`src/rtl/sift_scan_ctrl.sv`:
```
// rtl/sift_scan_ctrl.sv - SIFT descriptor window scan sequencer (optional macro: SIFT_SKIP_ZERO_MAG_EN)
//
// Walks the 16x16 window in raster order: clears the 128-bin histogram,
// then for each sample requests a gradient, runs the orientation-bin
// converter for two cycles and issues one histogram accumulate strobe.
// With SIFT_SKIP_ZERO_MAG_EN defined, samples whose magnitude is below 4
// (grad_mag[9:2]==0) skip the converter/histogram steps entirely.

module sift_scan_ctrl (
  input  logic       clk,
  input  logic       reset,
  input  logic       start,
  input  logic       abort,
  output logic       busy,
  output logic       done,
  output logic       grad_req,
  output logic [3:0] grad_x,
  output logic [3:0] grad_y,
  input  logic       grad_ack,
  input  logic [9:0] grad_mag,
  output logic       conv_en,
  output logic [3:0] conv_x,
  output logic [3:0] conv_y,
  output logic       hist_we,
  output logic       clr_we,
  output logic [6:0] clr_addr,
  output logic [8:0] sample_cnt
);

  localparam logic [2:0] ST_IDLE  = 3'd0;
  localparam logic [2:0] ST_CLEAR = 3'd1;
  localparam logic [2:0] ST_REQ   = 3'd2;
  localparam logic [2:0] ST_LOAD  = 3'd3;
  localparam logic [2:0] ST_EMIT  = 3'd4;
  localparam logic [2:0] ST_WRITE = 3'd5;
  localparam logic [2:0] ST_DONE  = 3'd6;

  logic [2:0] state_q, state_d;
  logic [3:0] pos_x_q, pos_x_d;
  logic [3:0] pos_y_q, pos_y_d;
  logic [6:0] clr_addr_q, clr_addr_d;
  logic [8:0] sample_cnt_q, sample_cnt_d;
  logic [9:0] mag_q, mag_d;

  logic last_pos;
  logic skip_sample;
  // The latched magnitude is kept for the converter side but is not read here.
  logic unused_mag;

  assign last_pos   = (pos_x_q == 4'd15) && (pos_y_q == 4'd15);
  assign unused_mag = ^mag_q;

`ifdef SIFT_SKIP_ZERO_MAG_EN
  // Decided on the acknowledged magnitude, i.e. the value being latched.
  assign skip_sample = (grad_mag[9:2] == 8'd0);
`else
  assign skip_sample = 1'b0;
`endif

  // Next-state logic: abort overrides everything and returns to IDLE.
  always_comb begin
    state_d      = state_q;
    pos_x_d      = pos_x_q;
    pos_y_d      = pos_y_q;
    clr_addr_d   = clr_addr_q;
    sample_cnt_d = sample_cnt_q;
    mag_d        = mag_q;
    if (abort) begin
      state_d = ST_IDLE;
    end else begin
      case (state_q)
        ST_IDLE: begin
          if (start) begin
            state_d      = ST_CLEAR;
            pos_x_d      = 4'd0;
            pos_y_d      = 4'd0;
            sample_cnt_d = 9'd0;
            clr_addr_d   = 7'd0;
          end
        end
        ST_CLEAR: begin
          clr_addr_d = clr_addr_q + 7'd1;
          if (clr_addr_q == 7'd127) begin
            state_d = ST_REQ;
          end
        end
        ST_REQ: begin
          if (grad_ack) begin
            mag_d = grad_mag;
            if (skip_sample) begin
              if (last_pos) begin
                state_d = ST_DONE;
              end else begin
                state_d = ST_REQ;
                pos_x_d = pos_x_q + 4'd1;
                if (pos_x_q == 4'd15) begin
                  pos_y_d = pos_y_q + 4'd1;
                end
              end
            end else begin
              state_d = ST_LOAD;
            end
          end
        end
        ST_LOAD: state_d = ST_EMIT;
        ST_EMIT: state_d = ST_WRITE;
        ST_WRITE: begin
          sample_cnt_d = sample_cnt_q + 9'd1;
          if (last_pos) begin
            state_d = ST_DONE;
          end else begin
            state_d = ST_REQ;
            pos_x_d = pos_x_q + 4'd1;
            if (pos_x_q == 4'd15) begin
              pos_y_d = pos_y_q + 4'd1;
            end
          end
        end
        ST_DONE: state_d = ST_IDLE;
        default: state_d = ST_IDLE;
      endcase
    end
  end

  // State and datapath registers with synchronous active-low reset.
  always_ff @(posedge clk) begin
    if (!reset) begin
      state_q      <= ST_IDLE;
      pos_x_q      <= 4'd0;
      pos_y_q      <= 4'd0;
      clr_addr_q   <= 7'd0;
      sample_cnt_q <= 9'd0;
      mag_q        <= 10'd0;
    end else begin
      state_q      <= state_d;
      pos_x_q      <= pos_x_d;
      pos_y_q      <= pos_y_d;
      clr_addr_q   <= clr_addr_d;
      sample_cnt_q <= sample_cnt_d;
      mag_q        <= mag_d;
    end
  end

  // Outputs decode only from registers, so no input reaches an output combinationally.
  assign busy       = (state_q != ST_IDLE);
  assign done       = (state_q == ST_DONE);
  assign grad_req   = (state_q == ST_REQ);
  assign grad_x     = pos_x_q;
  assign grad_y     = pos_y_q;
  assign conv_en    = (state_q == ST_LOAD) || (state_q == ST_EMIT);
  assign conv_x     = pos_x_q;
  assign conv_y     = pos_y_q;
  assign hist_we    = (state_q == ST_WRITE);
  assign clr_we     = (state_q == ST_CLEAR);
  assign clr_addr   = clr_addr_q;
  assign sample_cnt = sample_cnt_q;

endmodule

```
`config.mk`:
```
export PLATFORM = sky130hd
export DESIGN_NAME = sift_scan_ctrl
export DESIGN_NICKNAME = d
export VERILOG_FILES = /design/src/rtl/sift_scan_ctrl.sv
export SDC_FILE = /design/constraint.sdc
export NUM_CORES = 1
export LEC_CHECK = 0
export ABC_CLOCK_PERIOD_IN_PS = 2260
export CORE_UTILIZATION = 44
export CTS_CLUSTER_DIAMETER = 120
export CTS_CLUSTER_SIZE = 40
export DETAILED_ROUTE_END_ITERATION = 12
export GPL_ROUTABILITY_DRIVEN = 0
export MAX_ROUTING_LAYER = met4
export PLACE_DENSITY_LB_ADDON = 0.2
export SYNTH_ARGS = -nofsm -noshare
export SYNTH_HDL_FRONTEND = slang
export SYNTH_SLANG_ARGS = --single-unit
```
`constraint.sdc`:
```
create_clock -name clk -period 2.26 [get_ports clk]
set_input_delay 0.565 -clock clk [delete_from_list [all_inputs] [get_ports clk]]
set_output_delay 0.565 -clock clk [all_outputs]
set_load 0.03 [all_outputs]
```
Word level (Yosys, flattened, before mapping)
Cells that the tools add are included.
{"block": "word_totals", "register_bits": 27, "latchBits": 0, "ram_bits": 0, "romBits": 0, "inputBits": 15, "output_inout_bits": 38, "word_cells": 52, "mem_count": 0}
{"block": "op_classes", "addsub": 4, "mul": 0, "div": 0, "magnitude_cmp": 0, "n_eq_ne": 14, "shifts": 0, "n_mux": 15, "bitwise": 2, "reduce_logical": 12}
{"op": "$pmux W3 S6", "n": 1}
{"op": "$pmux W9 S2", "n": 1}
{"op": "$mux W4", "n": 4}
{"op": "$pmux W4 S2", "n": 2}
{"op": "$pmux W7 S2", "n": 1}
{"op": "$mux W3", "n": 4}
{"op": "$add A9 B1 Y9 const B", "n": 1}
{"op": "$eq A3 B3 Y1 const B", "n": 3}
{"op": "$mux W9", "n": 1}
{"op": "$reduce_and A3 Y1", "n": 3}
{"op": "$add A4 B1 Y4 const B", "n": 2}
{"op": "$eq A4 B4 Y1 const B", "n": 2}
{"op": "$add A7 B1 Y7 const B", "n": 1}
{"op": "$eq A7 B7 Y1 const B", "n": 1}
{"op": "$mux W7", "n": 1}
{"op": "$eq A3 B2 Y1 const B", "n": 2}
{"op": "$ne A2 B1 Y1 const B", "n": 3}
{"op": "$reduce_and A5 Y1", "n": 1}
{"op": "$ne A2 B2 Y1 const B", "n": 2}
{"op": "$reduce_and A4 Y1", "n": 1}
{"op": "$reduce_bool A2 Y1", "n": 2}
{"op": "$eq A3 B1 Y1 const B", "n": 1}
{"op": "$logic_not A3 Y1", "n": 1}
{"op": "$reduce_bool A3 Y1", "n": 1}
{"op": "other kinds (4)", "n": 5}

Longest topological paths before layout
{"block": "depth", "word_depth": 4, "mapped_depth": 7, "depth_no_buf": 5}

Worst setup path before layout
No wires, ideal clock.
{"block": "synth_path", "path_kind": "flip-flop to flip-flop", "startpoint": "reg sample_cnt_q[0], in the netlist sample_cnt[0]", "endpoint": "reg sample_cnt_q[8], in the netlist sample_cnt[8]", "setup_time_ps": 128, "t_arrival_ps": 1894, "t_required_ps": 2132, "setup_slack_ps": 238, "stages_incl_launch_ff": 6, "path_buffers": 0, "period_less_slack_ps": 2022, "cell_sequence": "dfxtp_1 ha_1 or3b_2 a2111oi_0 xnor2_1 nor2_1"}
{"block": "synth_between", "elab_chain_cells": 2}
{"item": "start: declaration", "line": "42", "rtl": "logic [8:0] sample_cnt_q, sample_cnt_d;"}
{"item": "start signal: assignment", "line": "139", "rtl": "sample_cnt_q <= sample_cnt_d;"}
{"item": "$add A9 B1 Y9", "line": "108", "rtl": "sample_cnt_d = sample_cnt_q + 9'd1;"}
{"item": "$pmux W9 S2", "line": "71", "rtl": "case (state_q)"}
No other way between the ends.
A chain may end at the register's enable or synchronous reset.

Final worst setup path
{"block": "layout_path", "startpoint": "reg state_q[1]", "endpoint": "out conv_en"}
{"block": "layout_between", "elab_chain_cells": 2, "elab_cells_between_ends": 3, "cone_classes": "eq/ne (2); reduce/logical (1)"}
{"item": "start: declaration", "line": "38", "rtl": "logic [2:0] state_q, state_d;"}
{"item": "start signal: assignment", "line": "135", "rtl": "state_q <= state_d;"}
{"item": "$eq A3 B2 Y1 or $eq A3 B3 Y1 (tied branches)", "line": "150", "rtl": "assign conv_en = (state_q == ST_LOAD) || (state_q == ST_EMIT);"}
{"item": "$logic_or A1 B1 Y1 *", "line": "150"}
{"item": "end: declaration", "line": "21", "rtl": "output logic conv_en,"}
Mark *: on every way between the ends. The rest lies on a longest branch, timed or not.

==> results.json <==
{
  "p_int_mw": 0.5752,
  "dieHeight_um": 60.17,
  "synthDistinctLibCells": 41,
  "nNetsFinal": 255,
  "pwr-share-seq_pct": 63.1,
  "rsz0062_at_grt": "false",
  "grt_pass1_vias": 1373,
  "hp-class": "reg2reg",
  "port_buffers": 42,
  "area_delta_synth_final_pct": 36.47,
  "syn_avg_cell_area_sq_um": 8.048,
  "ys_warn_count": 0,
  "row_count": 20,
  "grt_pass1_wl_mm": 5.996,
  "grt_max_degree": 16,
  "root_buffer": "clkbuf_4",
  "setup_viol": 0,
  "drv_cap": 0,
  "seqCellArea_sq_um": 541.8,
  "slew_headroom_pct": 67.63,
  "placed_cell_area_sq_mm": 0.002008,
  "status": "completed",
  "core_area_sq_mm": 0.003128,
  "synth-seq-area-share_pct": 36.30,
  "synth_top_area_share_pct": 36.30,
  "drc": 0,
  "dp_hpwl_mm": 2.776,
  "fmax_mhz": 466.4,
  "hold_viol_final": 0,
  "globalRouteOverflowTotal": 0,
  "cts_resized": 7,
  "synth_area_leaders": "dfxtp_1 (36%), xnor2_1 (5.3%), nor2_1 (4.8%)",
  "grt_util_all_layers_pct": 22.59,
  "path_clk_slew_ns": 0.14,
  "cts_setup_buffers": 0,
  "combPwrFrac_pct": 9.3,
  "p_sw_share_pct": 24.51,
  "die_x_um": 60.17,
  "power_leakage_nw": 0.7350,
  "clock_sinks": 27,
  "syn_area_sq_mm": 0.001489,
  "grt_antenna_before_repair": 0,
  "vias_per_cell": 5.348,
  "diodes": 0,
  "syn_inst": 185,
  "final_area_sq_mm": 0.002032,
  "cts_buffers": 3,
  "ios": 53,
  "first_pass_iters": 4,
  "synth_nets": 204,
  "fin_crit_ns": 2.144,
  "worstPathMaxFanout": 7,
  "crit_arrival_ns": 1.58,
  "cts_buffer_depth": 2,
  "antenna_left": 0,
  "nFillCells": 281,
  "vdd_drop_max_uv": 285.1,
  "crit_type": "reg2out",
  "clk_latency_ns": 0.33,
  "ys_ff_latch": 27,
  "required_ns": 1.69,
  "p_clk_share_pct": 27.6,
  "wl_per_cell_um": 12.76,
  "finClkSkew_ns": 0.003276,
  "initial_core_util_pct": 47.60,
  "die_area_sq_mm": 0.003620,
  "drt-total-wl_mm": 3.560,
  "critPathCaptureType": "output pin",
  "drive_gt1_share_pct": 11.91,
  "start_kind": "register",
  "multi_input_area_sq_um": 827.0,
  "cts_tree": "done",
  "timing.final.crit_share_pct": 94.87,
  "vias": 1492,
  "h-tree-depth": 1,
  "fin_tns_setup_ns": 0,
  "p_switching_mw": 0.1868,
  "drt_iter0_drc": 64,
  "powerDensity_mw_per_mm2": 375.0,
  "worst_pin_slew_ns": 0.4734,
  "yosys.area.top_type": "dfxtp_1",
  "maxSlewViolCount": 0,
  "hold_buffers": 0
}
[cells in the mapped netlist (all sizes together)]
cell type,count
or2,4
o21bai,1
a21o,2
nand3,12
a2bb2oi,2
o22ai,1
nor4,3
o21ai,4
a21boi,1
nor2b,3
a22oi,1
dfxtp,27
a21oi,12
nand2,12
nor2,19
nor4b,1
buf,10
inv,8
or3,2
a2111oi,1
nand2b,3
a211oi,6
and2,1
and3,3
nand3b,3
nand4,4
or3b,3
ha,4
nor3,6
or4,3
clkbuf,4
nand4b,1
o31ai,2
xnor2,9
o2111ai,1
a31oi,5
o221ai,1
[power groups by stage]
stage	registers (mW)	logic (mW)	clock network [mW]
after detailed placement	0.491	0.0714	0
after floorplan	0.490	0.0362	0
after global placement	0.491	0.0704	0
final	0.481	0.0705	0.211
after CTS	0.481	0.0704	0.221
after global routing	0.482	0.0762	0.247
[cell type report]
| type | instances | share of cell area [%] |
|---|---|---|
| clock inverters | 1 | 0.2463 |
| flip-flops and latches | 27 | 26.66 |
| repair buffers | 60 | 27.09 |
| inverters | 8 | 1.478 |
| clock buffers | 3 | 1.108 |
| multi-input cells | 136 | 40.70 |
| well taps | 44 | 2.709 |
[placed cells by master, fill, tap and decap left out, types with 4 or more instances in the layout]
master / count
a211oi_1: 6
a21oi_1: 12
a31oi_1: 5
buf_4: 18
clkdlybuf4s50_1: 36
dfxtp_1: 26
dlygate4sd2_1: 4
ha_1: 4
inv_1: 8
nand2_1: 12
nand3_1: 12
nand4_1: 4
nor2_1: 19
nor3_1: 6
o21ai_0: 4
xnor2_1: 9
[per-stage QoR]
stage	instances	util [%]	hold slack [ns]	setup slack, ns	total power [mW]
2_1_floorplan	185	-	0.5700	0.2384	0.5265
3_5_place_dp	275	64.20	0.5015	-0.1628	0.5626
3_3_place_gp	275	64.20	0.4814	-0.1213	0.5615
5_1_grt	279	64.96	0.5616	0.002080	0.8048
6_report	279	64.96	0.5113	0.1159	0.7620
4_1_cts	279	64.88	0.5212	0.08972	0.7726
[per-layer routing]
layer | wire length (um) | up-vias | track usage (%)
met4 | 55 | 0 | 10.63
met3 | 177 | 6 | 3.030
met1 | 1709 | 684 | 27.78
met5 | 0 | - | -
met2 | 1618 | 41 | 36.26
li1 | - | 761 | -
[critical path: stages, from the launching register on]
cell             delay (ns)
dfxtp_1                0.45
nor2b_1                0.24
nand2_1                0.09
o21ai_0                0.08
clkdlybuf4s15_1        0.39
[flip-flops by register name, indices dropped and copies added, names as in the netlist]
register    cells
clr_addr        7
conv_y          4
conv_x          4
sample_cnt      9
state_q         3
[final timing paths]
check                                             endpoint  cells past startpoint                  startpoint  slack (ns)
worst max-delay path                               conv_en                      4     state_q[1]$_SDFFE_PP0P_        0.12
worst min-delay path            sample_cnt[7]$_SDFFE_PN0P_                      2  sample_cnt[7]$_SDFFE_PN0P_        0.51
worst max register to register  sample_cnt[8]$_SDFFE_PN0P_                      6  sample_cnt[0]$_SDFFE_PN0P_        0.33
worst min register to register  sample_cnt[7]$_SDFFE_PN0P_                      2  sample_cnt[7]$_SDFFE_PN0P_        0.51
[logic make-up (layout without fill, tap and decap cells)]
logic type | Yosys count | in the layout | synth area share [%]
AND/OR/NAND/NOR | 83 | 83 | 29.50
AO/OA/AOI/OAI | 40 | 40 | 17.40
flip-flops | 27 | 27 | 36.30
buffers and inverters | 22 | 72 | 8.151
XOR/XNOR | 9 | 9 | 5.294
adder cells (fa/ha/maj) | 4 | 4 | 3.361
Power figures use the tool's default switching activity.
==> edit 1 (same settings) <==
Register the output `sample_cnt` once more, with the module's reset; this adds one clock of latency there. The other outputs are not delayed to match.
--- a/src/rtl/sift_scan_ctrl.sv
+++ b/src/rtl/sift_scan_ctrl.sv
@@ -153,7 +153,13 @@
   assign hist_we    = (state_q == ST_WRITE);
   assign clr_we     = (state_q == ST_CLEAR);
   assign clr_addr   = clr_addr_q;
-  assign sample_cnt = sample_cnt_q;
+  always_ff @(posedge clk) begin
+    if (!reset) begin
+      sample_cnt <= '0;
+    end else begin
+      sample_cnt <= sample_cnt_q;
+    end
+  end
 
 endmodule
 
Function: same outputs for any inputs over 10 cycles, from zero or initial values and one cycle with reset low; that may be too few to reach the edited logic, so the function may still have changed.
==> edit 1 against the unedited design <==
  * Critical path type unchanged
  * Design area up 17%
  * Power increased by 67%
  * Wire length is 8.1% higher
  * Core utilization decreased by 2.1 points
  * Final cell count grew 7.9%
  * Sequential cell count rose by 9
  * Worst setup slack lost 18 ps
  * Count of clock-buffer cells in the layout up 3
  * Synthesized area rose by 21%
  * Die area grew 20%
==> edit 1: results <==
set metrics [dict create \
    status "finished clean" \
    cts_buffers 5 \
    via_per_inst 5.375 \
    async_flop_share_pct 0 \
    pre_cts_slack_ps 46.47 \
    critPathArrivalTime_ps 1600 \
    ys_top_cells_by_area "dfxtp_1, and2_1, nor2_1" \
    hpwl_mm 2.826 \
    cts_resized 4 \
    yosysSeqAreaShare_pct 40.08 \
    cts.clk_slew.worst_paths_ps 70 \
    drtIter0Drc 110 \
    syn_nets 221 \
    hold_path.class "reg2reg" \
    root_buffer "clkbuf_8" \
    drive_gt1_share_pct 17.00 \
    critPathMaxStageDelay_ps 660 \
    peakVddDrop_uv 262.4 \
    final.setup_skew_ps 7.164 \
    finalHoldViolCount 0 \
    grt_max_degree 15 \
    crit_slowest_cell "clkdlybuf4s50_1" \
    overflow 0 \
    netlist_top_cells_count "dfxtp_1, nor2_1, nand2_1, and2_1" \
    leakage_uw 0.0009413 \
    post_cts_buffers 0 \
    cp_max_fo 8 \
    n_antenna_cell 0 \
    grt_pass1_wl_mm 6.410 \
    synth_warnings 0 \
    clk_latency_ps 290 \
    drt_pass1_iterations 4 \
    grt_usage_pct 19.56 \
    clockBufferDepth 2 \
    drt_wl_total_mm 3.847 \
    grt_pass1_vias 1423 \
    final_nets 271 \
    tightestPinTransition_ps 380.2 \
    yosys.cell_types.count 51 \
    antenna_found_initial 0 \
    io_buffers 42 \
    cts_max_level 2 \
]
-- edit 1: cell families (layout without fill, tap and decap cells) --
kind of cell / Yosys count / after routing / synth area share, %
buffers and inverters: 19 / 70 / 7.376
adders and majority gates: 4 / 4 / 2.784
xor gates and xnor gates: 7 / 7 / 3.410
and+or+nand+nor: 96 / 96 / 31.52
DFF: 36 / 36 / 40.08
AOI/OAI and AO/OA: 40 / 40 / 14.82
-- edit 1: worst paths after layout --
| path | from | to | slack [ps] | depth (start not counted) |
|---|---|---|---|---|
| setup / recovery | state_q[1]$_SDFFE_PP0P_ | done | 100 | 2 |
| hold / removal | sample_cnt_q[8]$_SDFFE_PN0P_ | sample_cnt_q[8]$_SDFFE_PN0P_ | 490 | 2 |
| setup reg to reg | state_q[2]$_SDFFE_PP0P_ | clr_addr[6]$_SDFFE_PN0P_ | 530 | 5 |
| hold reg to reg | sample_cnt_q[8]$_SDFFE_PN0P_ | sample_cnt_q[8]$_SDFFE_PN0P_ | 490 | 2 |
-- edit 1: metal layers --
metal	GRT usage, %	vias to the layer above	share of wire [%]
li1	-	824	-
met1	24.08	742	48
met2	31.51	47	46
met3	4.138	5	5.0
met4	6.793	0	0.65
met5	-	-	0
-- edit 1: layout make-up --
type,count,area [um2]
repair buffers,58,531.8
multi-input cells,147,944.7
clock buffers,6,72.57
well taps,48,60.06
fillers,345,1413
inverters,4,20.02
clock inverters,2,35.03
flip-flops and latches,36,721.9
-- edit 1: worst max-delay path, delay by kind of cell, from the launching register on --
family	cells	cell delay [ps]
buf+inv	1	660
simple gates	1	220
flops	1	440
-- edit 1: where the power goes --
| part | switching [uW] | leakage [uW] | internal [uW] |
|---|---|---|---|
| clock | 225 | 0.0000552 | 327 |
| sequential | 3.52 | 0.000290 | 636 |
| combinational | 45.1 | 0.000596 | 37.9 |
| total | 274 | 0.000941 | 1000 |
-- edit 1: per-stage QoR --
stage | instances | cell area, um2
final | 301 | 2386
after global routing | 301 | 2386
after CTS | 301 | 2386
after detailed placement | 293 | 2281
after global placement | 293 | 2281
after floorplan | 202 | 1798
==> edit 2 (config.mk and constraints unchanged) <==
Without the edit above. Add a define of `SIFT_SKIP_ZERO_MAG_EN`.
--- a/src/rtl/sift_scan_ctrl.sv
+++ b/src/rtl/sift_scan_ctrl.sv
@@ -5,6 +5,8 @@
 // converter for two cycles and issues one histogram accumulate strobe.
 // With SIFT_SKIP_ZERO_MAG_EN defined, samples whose magnitude is below 4
 // (grad_mag[9:2]==0) skip the converter/histogram steps entirely.
+
+`define SIFT_SKIP_ZERO_MAG_EN
 
 module sift_scan_ctrl (
   input  logic       clk,
Function: no difference found for any inputs over 10 cycles, from zero or initial values and one cycle with reset low; that may be too few to reach the edited logic, so the function may still have changed.
==> edit 2 against the unedited design <==
  * Count of clock-buffer cells in the layout is the same
  * Sequential cell count is the same
  * Sequential power is essentially flat
  * Core utilization shrank 1.4 points
  * First-iteration DRC count shrank 23%
  * Sequential share of layout area shrank 1.2 points
  * Synthesized area grew 3.5%
  * Worst setup slack lost 20 ps
  * Via count grew 1.7%
  * Power grew 2.5%
  * Die area grew 3.4%
  * Register-to-register slack gained 70 ps
  * Wire length shrank 5.7%
  * Design area grew 4.4%
  * Highest routed layer unchanged
==> edit 2: results <==
set metrics [dict create \
    status "finished clean" \
    grt_max_degree 16 \
    netlist_top_cells_count "dfxtp_1, nor2_1, a21oi_1, nand2_1, o21ai_0" \
    yosysSeqAreaShare_pct 35.06 \
    final_nets 267 \
    drtIter0Drc 49 \
    pre_cts_slack_ps -222.7 \
    clockBufferDepth 2 \
    io_buffers 50 \
    critPathArrivalTime_ps 1600 \
    drt_wl_total_mm 3.356 \
    dp_cells 289 \
    drive_gt1_share_pct 8.907 \
    grt_pass1_wl_mm 5.637 \
    vias 1518 \
    yosys.cell_types.count 43 \
    via_per_inst 5.181 \
    ant_nets 0 \
    syn_area_per_cell_um2 7.905 \
    grt_usage_pct 20.43 \
    syn_nets 214 \
    post_cts_buffers 0 \
    reg2reg_slack_ps 400 \
    n_antenna_cell 0 \
    hpwl_mm 2.606 \
    synth_largest_area_cell "dfxtp_1" \
    ys_top_cells_by_area "dfxtp_1, nor2_1, a21oi_1" \
    cp_max_fo 6 \
    layout_setup_ws_ps 95.43 \
    final.setup_skew_ps 9.613 \
    leakage_uw 0.0008039 \
    tightestPinTransition_ps 411.6 \
    grt_pass1_vias 1308 \
    hold_ws_ps 495.5 \
    peakVddDrop_uv 344.5 \
]
[edit 2: final timing paths]
check	startpoint	to	cells after the start
min reg2reg	sample_cnt[8]$_SDFFE_PN0P_	sample_cnt[8]$_SDFFE_PN0P_	2
max	state_q[0]$_SDFFE_PP0P_	grad_req	3
min	sample_cnt[8]$_SDFFE_PN0P_	sample_cnt[8]$_SDFFE_PN0P_	2
max reg2reg	state_q[0]$_SDFFE_PP0P_	sample_cnt[8]$_SDFFE_PN0P_	7
[edit 2: through the flow]
stage	cell area, um2	setup TNS, ps	power, uW
2_1_floorplan	1541	0	535.1
3_3_place_gp	2098	-772.0	584.2
3_5_place_dp	2098	-955.4	584.3
4_1_cts	2120	0	791.5
5_1_grt	2121	0	831.0
6_report	2121	0	781.2
[edit 2: critical path, cell delays in order (launching register included)]
cell and delay, ps:
dfxtp_1 390, or3b_4 450, clkinv_2 80, clkdlybuf4s15_1 360
[edit 2: cells by family (layout without fill, tap and decap cells)]
kind of cell             Yosys count  after routing  share of synthesized area, %
adder cells (fa/ha/maj)            4              4                         3.247
multiplexers                       2              2                         1.299
buffers and inverters             23             75                         8.522
XOR/XNOR                           7              7                         3.977
flip-flops                        27             27                         35.07
AO/OA/AOI/OAI                     48             48                         18.91
AND/OR/NAND/NOR                   84             84                         28.98
[edit 2: layout make-up]
| cell class | count | area, um2 |
|---|---|---|
| repair buffers | 64 | 598.1 |
| clock buffers | 3 | 22.52 |
| well taps | 46 | 57.56 |
| inverters | 7 | 27.53 |
| flip-flops and latches | 27 | 540.5 |
| clock inverters | 1 | 5.005 |
| multi-input cells | 145 | 869.6 |
| fillers | 315 | 1216 |
[edit 2: metal layers]
layer  global-route usage, %  part of all wire [%]
met1                   27.98                    50
met4                   3.896                  0.60
met2                   31.37                    45
met3                   3.992                   3.8
met5                       -                     0
[edit 2: timing repair]
action,in CTS,in global routing
endpoints found under the hold margin,0,0
hold buffers,0,0
endpoints found under the setup margin,5,1
gates resized for setup,5,1
cloned,0,0
[edit 2: power breakdown]
group	leakage (uW)	internal [uW]	switching (uW)
combinational	0.000569	47.4	44.0
clock	0.0000177	66.4	142
sequential	0.000218	478	2.82
